--- config.mk ---
export PLATFORM = sky130hd
export DESIGN_NAME = dac_mode_sequencer
export DESIGN_NICKNAME = d
export VERILOG_FILES = /design/src/rtl/dac_mode_sequencer.sv
export SDC_FILE = /design/constraint.sdc
export NUM_CORES = 1
export LEC_CHECK = 0
export CAP_MARGIN = 0
export CORE_ASPECT_RATIO = 1.25
export CORE_UTILIZATION = 35
export DETAILED_ROUTE_END_ITERATION = 8
export REMOVE_ABC_BUFFERS = 1
export SYNTH_ARGS = -nofsm -noshare
export SYNTH_HDL_FRONTEND = slang
export SYNTH_SLANG_ARGS = --single-unit
export TNS_END_PERCENT = 50
--- constraint.sdc ---
create_clock -name clk -period 4.5 [get_ports clk]
set_clock_uncertainty 0.05 [all_clocks]
set_input_delay 0.675 -clock clk [delete_from_list [all_inputs] [get_ports clk]]
set_output_delay 0.675 -clock clk [all_outputs]
set_load 0.01 [all_outputs]
--- src/rtl/dac_mode_sequencer.sv ---
// DAC reconfiguration sequencer: debounces the MCU sample-rate config, then mutes,
// resets and re-clocks the DAC/PLL in order before unmuting.
module dac_mode_sequencer #(
    parameter int MUTE_CYCLES   = 2400,
    parameter int RESET_CYCLES  = 240,
    parameter int SETTLE_CYCLES = 24000,
    parameter int STABLE_CYCLES = 16
) (
    input  logic       clk,
    input  logic       reset_mcu,
    input  logic       mcu_44_48,
    input  logic       mcu_dsd_on,
    input  logic [1:0] mcu_f,
    input  logic       mcu_mute,
    input  logic       mcu_dac_reset,
    output logic       dac_44_48,
    output logic       dac_dsd,
    output logic [1:0] dac_f,
    output logic       dac_mute,
    output logic       dac_reset,
    output logic [1:0] pll_s_o,
    output logic       pll_s1_oe,
    output logic       busy
);
    localparam int MAX_MR = (MUTE_CYCLES > RESET_CYCLES) ? MUTE_CYCLES : RESET_CYCLES;
    localparam int MAX_CY = (MAX_MR > SETTLE_CYCLES) ? MAX_MR : SETTLE_CYCLES;
    localparam int CW     = $clog2(MAX_CY + 1);
    localparam int SW     = $clog2(STABLE_CYCLES + 1);

    localparam logic [1:0] S_RUN    = 2'd0;
    localparam logic [1:0] S_MUTE   = 2'd1;
    localparam logic [1:0] S_HOLD   = 2'd2;
    localparam logic [1:0] S_SETTLE = 2'd3;

    logic [5:0]    sync1, sync2;
    logic [3:0]    sync_cfg, cfg, prev_cfg;
    logic          sync_mute, sync_rstn;
    logic [1:0]    state, state_nx;
    logic [CW-1:0] cnt;
    logic [SW-1:0] stab_cnt;
    logic          pending, first, load;

    always_ff @(posedge clk or negedge reset_mcu) begin
        if (!reset_mcu) begin
            sync1 <= '0;
            sync2 <= '0;
        end else begin
            sync1 <= {mcu_44_48, mcu_f, mcu_dsd_on, mcu_mute, mcu_dac_reset};
            sync2 <= sync1;
        end
    end

    assign sync_cfg  = sync2[5:2];
    assign sync_mute = sync2[1];
    assign sync_rstn = sync2[0];

    // Count consecutive cycles of one unchanged, differing config; any new value restarts at 1.
    assign pending = (stab_cnt >= SW'(STABLE_CYCLES));

    always_ff @(posedge clk or negedge reset_mcu) begin
        if (!reset_mcu) begin
            prev_cfg <= '0;
            stab_cnt <= '0;
        end else begin
            prev_cfg <= sync_cfg;
            if (load || sync_cfg == cfg)
                stab_cnt <= '0;
            else if (sync_cfg != prev_cfg)
                stab_cnt <= SW'(1);
            else if (!pending)
                stab_cnt <= stab_cnt + SW'(1);
        end
    end

    always_comb begin
        state_nx = state;
        case (state)
            S_RUN:    if (pending) state_nx = S_MUTE;
            S_MUTE:   if (cnt == CW'(MUTE_CYCLES - 1)) state_nx = S_HOLD;
            S_HOLD:   if (cnt == CW'(RESET_CYCLES - 1)) state_nx = S_SETTLE;
            default: begin
                if (pending) state_nx = S_HOLD;
                else if (cnt == CW'(SETTLE_CYCLES - 1)) state_nx = S_RUN;
            end
        endcase
    end

    // The first clock after reset release counts as a RESET_HOLD entry.
    assign load = first || (state != S_HOLD && state_nx == S_HOLD);

    always_ff @(posedge clk or negedge reset_mcu) begin
        if (!reset_mcu) begin
            state <= S_HOLD;
            cnt   <= '0;
            first <= 1'b1;
        end else begin
            state <= state_nx;
            first <= 1'b0;
            if (state_nx != state || state == S_RUN)
                cnt <= '0;
            else
                cnt <= cnt + CW'(1);
        end
    end

    always_ff @(posedge clk or negedge reset_mcu) begin
        if (!reset_mcu) begin
            cfg       <= '0;
            pll_s_o   <= 2'b00;
            pll_s1_oe <= 1'b1;
        end else if (load) begin
            cfg <= sync_cfg;
            // x3 needs S1 floating; S0 low.
            case (sync_cfg[2:1])
                2'b00:   begin pll_s_o <= 2'b00; pll_s1_oe <= 1'b1; end
                2'b01:   begin pll_s_o <= 2'b10; pll_s1_oe <= 1'b1; end
                2'b10:   begin pll_s_o <= 2'b01; pll_s1_oe <= 1'b1; end
                default: begin pll_s_o <= 2'b00; pll_s1_oe <= 1'b0; end
            endcase
        end
    end

    always_ff @(posedge clk or negedge reset_mcu) begin
        if (!reset_mcu) begin
            dac_mute  <= 1'b1;
            dac_reset <= 1'b0;
        end else begin
            dac_mute  <= sync_mute || (state != S_RUN);
            dac_reset <= sync_rstn && (state != S_HOLD);
        end
    end

    assign dac_44_48 = cfg[3];
    assign dac_f     = cfg[2:1];
    assign dac_dsd   = cfg[0];
    assign busy      = (state != S_RUN);
endmodule

==> results.json, run 1 <==
{
  "syn_inst": 180,
  "finalSetupViolCount": 0,
  "layout_common_cells": "dfrtp_1, nor2_1, xnor2_1",
  "worstReg2RegEnd": "cnt[14]",
  "reg2regPathDepth": 6,
  "post-route-min-period_ns": 2.52,
  "critPathMaxFanout": 15,
  "min_path_type": "reg -> reg",
  "seq_area_frac_synth_pct": 57.4,
  "hold_end": "sync2[1]",
  "portBuffers": 17,
  "grt_pass1_wl_um": 6350,
  "numCtsBuffers": 5,
  "drive_gt1_share_pct": 12.5,
  "maxCapViolations": 0,
  "ir_worst_vdd_mv": 0.233,
  "rsz0062_at_grt": "false",
  "pre_cts_slack_ns": 1.94,
  "utilization_pct": 42.5,
  "gp_congestion": 0.764,
  "synth_ff_type": "dfrtp_1",
  "cts-root-buf": "clkbuf_8",
  "pin_count": 18,
  "hold_violations": 0,
  "finalWirelength_um": 3600,
  "dieHeight_um": 88.6,
  "min_delay_path_depth": 0,
  "row_count": 31,
  "htreeDepth": 2,
  "maxSlewHeadroom_pct": 30.7,
  "design.die.area_um2": 6310,
  "hold_buffers": 0,
  "async_reset_ff_share_pct": 100,
  "min-delay-start": "sync1[1]",
  "antenna_found_initial": 0,
  "synth_edf_count": 0,
  "die_x_um": 71.3,
  "violations": "design-rule violations",
  "required_ns": 4.60,
  "tightest_slew_ns": 1.04,
  "clkLatencyLatePin_ns": 0.30,
  "grtUsageTotal_pct": 13.0,
  "drtAntennaViolNets": 0,
  "ys_top_cells_by_area": "dfrtp_1, xnor2_1, dfstp_2, nor2_1, mux2_4",
  "clk_path_buf_depth": 2,
  "layout_setup_ws_ns": 1.98,
  "p_leak_nw": 1.02,
  "path_clk_slew_ns": 0.09,
  "wl_per_cell_um": 13.5,
  "status": "complete, but fails checks",
  "finalSetupTns_ns": 0,
  "synth_top_area_cell": "dfrtp_1",
  "slew_violations": 0,
  "avgSynthCellArea_um2": 11.7,
  "drc": 1,
  "path_class": "reg -> reg",
  "final_cells": 266,
  "max_stage_delay_ns": 0.74,
  "critPathCaptureType": "flop",
  "hpwlAfterDp_um": 2470,
  "viasPerCell": 4.93,
  "grt_start_max_net_pins": 49,
  "r2r-start": "cnt[0]",
  "synth.cell_area_um2": 2100,
  "core_um2": 5780,
  "start_kind": "flop",
  "cts_resized": 0,
  "yosys_warnings": 0,
  "worst-path-buf-inv": 0,
  "mostFrequentLayoutCell": "dfrtp_1",
  "drtIter0Drc": 47,
  "grt-ovfl-total": 0,
  "cts.sinks": 48,
  "worst_ep_arrival_time_ns": 2.62,
  "yosys_register_bits": 48,
  "postPlaceCellArea_um2": 2320,
  "ys_types": 43,
  "r2r_slack_ns": 1.98,
  "cts_setup_buffers": 0,
  "path_cells": "ha_1, or4b_4, nor4_4, nor3b_1, nor3_2, nor2_1",
  "area_growth_pct": 17.0,
  "cp_top_family": "simple AND/OR/NAND/NOR gates",
  "fmax_ghz": 0.397,
  "min_period_over_period_pct": 56.0,
  "netlist.area_leader.share_pct": 52.4,
  "antenna_cells": 0,
  "cts_tree": "done",
  "final_nets": 210,
  "vias": 1312,
  "p_per_area_nw_per_um2": 371,
  "grt_pass1_vias": 1338,
  "cpMaxStageDelayCell": "nor3_2",
  "dp.cells": 258,
  "initial_utilization_pct": 36.3,
  "final_area_um2": 2460,
  "drt-pass1-iter-count": 6
}
==> kinds of logic (layout without fill, tap and decap cells) <==
| kind of cell | count (synthesis) | in the layout | share of synthesized area (%) |
|---|---|---|---|
| AO/OA/AOI/OAI | 13 | 13 | 4.11 |
| XOR/XNOR | 24 | 24 | 10.0 |
| adder cells (fa/ha/maj) | 3 | 3 | 1.79 |
| buffers and inverters | 10 | 30 | 2.20 |
| flip-flops | 48 | 48 | 57.4 |
| multiplexers | 6 | 6 | 4.05 |
| other | 1 | 1 | 0.179 |
| AND/OR/NAND/NOR | 75 | 75 | 20.2 |
==> Yosys cell counts, types with 2 or more instances <==
library cell,n
dfrtp_1,44
nor2_1,26
xnor2_1,17
nand2_1,8
nand3_1,8
xor2_1,7
o21ai_0,6
inv_1,5
mux2_4,5
dfstp_2,4
nand2b_1,4
nand4_1,4
clkbuf_1,3
ha_1,3
nor2b_1,3
or3_1,3
a21oi_1,2
and3_1,2
nor3_1,2
==> state kept, by name, indices dropped and copies added (netlist names) <==
name,count
stab_cnt,5
cnt,15
cfg,4
pll_s1_oe,1
sync1,6
first,1
dac_reset,1
state,2
sync2,6
pll_s_o,2
dac_mute,1
prev_cfg,4
==> stage by stage <==
| stage | hold slack [ns] | power, mW |
|---|---|---|
| global route | 0.317 | 0.951 |
| finish | 0.305 | 0.911 |
| floorplan | 0.281 | 0.507 |
| CTS | 0.308 | 0.924 |
| detailed placement | 0.285 | 0.547 |
| global placement | 0.282 | 0.546 |
==> metal layers <==
layer | vias to the layer above | part of all wire, % | wire [um] | global-route usage (%)
li1 | 643 | - | - | -
met1 | 651 | 46 | 1670 | 16.4
met2 | 15 | 51 | 1830 | 21.7
met3 | 3 | 1.9 | 70 | 2.62
met4 | 0 | 0.97 | 35 | 5.64
met5 | - | 0 | 0 | 0
==> worst reg2reg max path: stages (launching register included) <==
cell and delay, ns:
dfrtp_1 0.39, ha_1 0.23, or4b_4 0.49, nor4_4 0.26, nor3b_1 0.09, nor3_2 0.74
nor2_1 0.11
==> final cells by class <==
cell class	count	area, um2
fill	536	3320
sequential	48	1210
multi-input combinational	122	847
timing repair buffer	17	165
tap	66	82.6
clock buffer	5	68.8
clock inverter	3	68.8
inverter	5	18.8
==> power by group <==
group / total (mW) / internal, mW / switching, mW / leakage, nW
clock: 0.374 / 0.224 / 0.150 / 0.0687
sequential: 0.466 / 0.451 / 0.0145 / 0.603
combinational: 0.0710 / 0.0425 / 0.0285 / 0.346
total: 0.911 / 0.717 / 0.193 / 1.02
==> worst max-delay path by stage <==
stage	from	endpoint	slack, ns	depth (start not counted)
CTS	cnt[0]	cnt[3]	1.93	6
global placement	cnt[0]	cnt[2]	1.99	6
detailed placement	cnt[0]	cnt[3]	1.94	6
finish	cnt[0]	cnt[14]	1.98	6
floorplan	cnt[0]	cfg[1]	2.23	6
global route	cnt[0]	cnt[10]	1.68	6
(Power assumes the default switching activity.)
==> run 2: changes to the inputs <==
==> constraint.sdc (replaced) <==
create_clock -name clk -period 2.4 [get_ports clk]
set_clock_uncertainty 0.05 [all_clocks]
set_input_delay 0.36 -clock clk [delete_from_list [all_inputs] [get_ports clk]]
set_output_delay 0.36 -clock clk [all_outputs]
set_load 0.01 [all_outputs]
==> results.json, run 2 (synthesis results as in run 1) <==
{
  "min_path_type": "in -> async",
  "reg.largest.list": "cnt: 15 flops, sync1: 6 flops, sync2: 6 flops",
  "reg2regPathDepth": 6,
  "ir_worst_vdd_mv": 0.308,
  "critPathCaptureType": "flop",
  "layout_common_cells": "dfrtp_1, nor2_1, xnor2_1",
  "fill_cells": 538,
  "drtIter0Drc": 69,
  "post-route-min-period_ns": 2.23,
  "drt-pass1-iter-count": 6,
  "wl_per_cell_um": 13.4,
  "worst_ep_arrival_time_ns": 2.38,
  "viasPerCell": 4.85,
  "regMostFlops": "cnt",
  "cts_tree": "done",
  "startpoint": "cnt[1]",
  "row_count": 31,
  "violations": "design-rule violations",
  "path_class": "reg -> reg",
  "endpoint": "cfg[1]",
  "maxSlewHeadroom_pct": 57.7,
  "area_growth_pct": 19.7,
  "clk_path_buf_depth": 2,
  "final_nets": 220,
  "design.die.area_um2": 6310,
  "status": "complete, but fails checks",
  "cts_setup_buffers": 0,
  "finalWirelength_um": 3690,
  "mostFrequentLayoutCell": "dfrtp_1",
  "start_kind": "flop",
  "multi_input_area_um2": 850,
  "required_ns": 2.55,
  "grtUsageTotal_pct": 13.3,
  "r2r-start": "cnt[1]",
  "maxCapViolations": 0,
  "gp_congestion": 0.801,
  "r2r_slack_ns": 0.17,
  "htreeDepth": 2,
  "slew_violations": 0,
  "grt-ovfl-total": 0,
  "dp.cells": 268,
  "drtAntennaViolNets": 0,
  "finalSetupTns_ns": 0,
  "drive_gt1_share_pct": 17.1,
  "numCtsBuffers": 5,
  "p_total_mw": 1.61,
  "register_area_um2": 1210,
  "finalSetupViolCount": 0,
  "min_period_over_period_pct": 92.8,
  "grt_pass1_wl_um": 6380,
  "critPathMaxFanout": 8,
  "pin_count": 18,
  "die_x_um": 71.3,
  "largest_reg_flops": 15,
  "grt_pass1_vias": 1360,
  "rsz0062_at_grt": "false",
  "cts-root-buf": "clkbuf_8",
  "p_leak_nw": 1.06,
  "pre_cts_slack_ns": 0.0812,
  "final_cells": 276,
  "initial_utilization_pct": 36.3,
  "antenna_found_initial": 0,
  "p_per_area_nw_per_um2": 641,
  "core_um2": 5780,
  "antenna_cells": 0,
  "worstReg2RegEnd": "cfg[1]",
  "portBuffers": 17,
  "drc": 1,
  "fmax_ghz": 0.449,
  "hold_violations": 0,
  "hpwlAfterDp_um": 2560,
  "clkLatencyLatePin_ns": 0.31,
  "tightest_slew_ns": 0.629,
  "path_clk_slew_ns": 0.09,
  "dieHeight_um": 88.6,
  "vias": 1339,
  "grt_start_max_net_pins": 49,
  "cts.sinks": 48,
  "layout_setup_ws_ns": 0.174
}
## run 2: cell types whose count changed in the layout (fill, tap and decap cells not counted)
cell	before	now
or2_4	0	1
buf_4	0	10
or2_1	1	0
clkinvlp_4	0	1
bufinv_16	2	1
## run 2: final cells by class
class                   count  area share [%]
clock buffers               5            2.74
clock inverters             3            1.84
inverters                   5           0.747
multi-input cells         122            33.8
flip-flops and latches     48            48.0
well taps                  66            3.29
repair buffers             27            9.56
## run 2: worst min path at each step
| stage | to | start | slack (ns) |
|---|---|---|---|
| finish | stab_cnt[2] | reset_mcu | 0.08 |
| global route | stab_cnt[2] | reset_mcu | 0.14 |
| CTS | sync2[2] | reset_mcu | 0.11 |
| detailed placement | sync2[0] | sync1[0] | 0.28 |
| global placement | sync2[4] | sync1[4] | 0.28 |
| floorplan | cfg[0] | reset_mcu | 0.01 |
## run 2: layer usage
layer | vias up | routed length [um] | track usage [%] | part of all wire (%)
met5 | - | 0 | 0 | 0
met4 | 0 | 91 | 6.18 | 2.5
met3 | 8 | 113 | 3.30 | 3.1
met2 | 19 | 1780 | 22.0 | 48
met1 | 652 | 1710 | 16.4 | 46
li1 | 660 | - | - | -
## run 2: per-stage QoR
stage / hold WS (ns) / instance area [um2] / util [%]
floorplan: 0.0144 / 2070 / -
global placement: 0.283 / 2390 / 41.4
detailed placement: 0.285 / 2390 / 41.4
CTS: 0.109 / 2510 / 43.4
global route: 0.135 / 2510 / 43.5
finish: 0.0817 / 2510 / 43.5
## run 2: timing repair
action / in CTS / in global routing
hold buffers: 0 / 0
resized for setup: 0 / 1
setup endpoints to repair: 0 / 5
hold endpoints to repair: 0 / 0
## run 2: power breakdown
part	internal, mW	switching, mW	leakage (nW)
Clock	0.314	0.286	0.0548
Combinational	0.0833	0.0531	0.398
Sequential	0.846	0.0288	0.603
## run 2: worst max-delay path, cell delays in order (launching register included)
cell and delay, ns:
dfrtp_1 0.38, ha_1 0.19, or4b_4 0.48, nor4_4 0.26, o22ai_2 0.13, or2_4 0.32
mux2_4 0.30
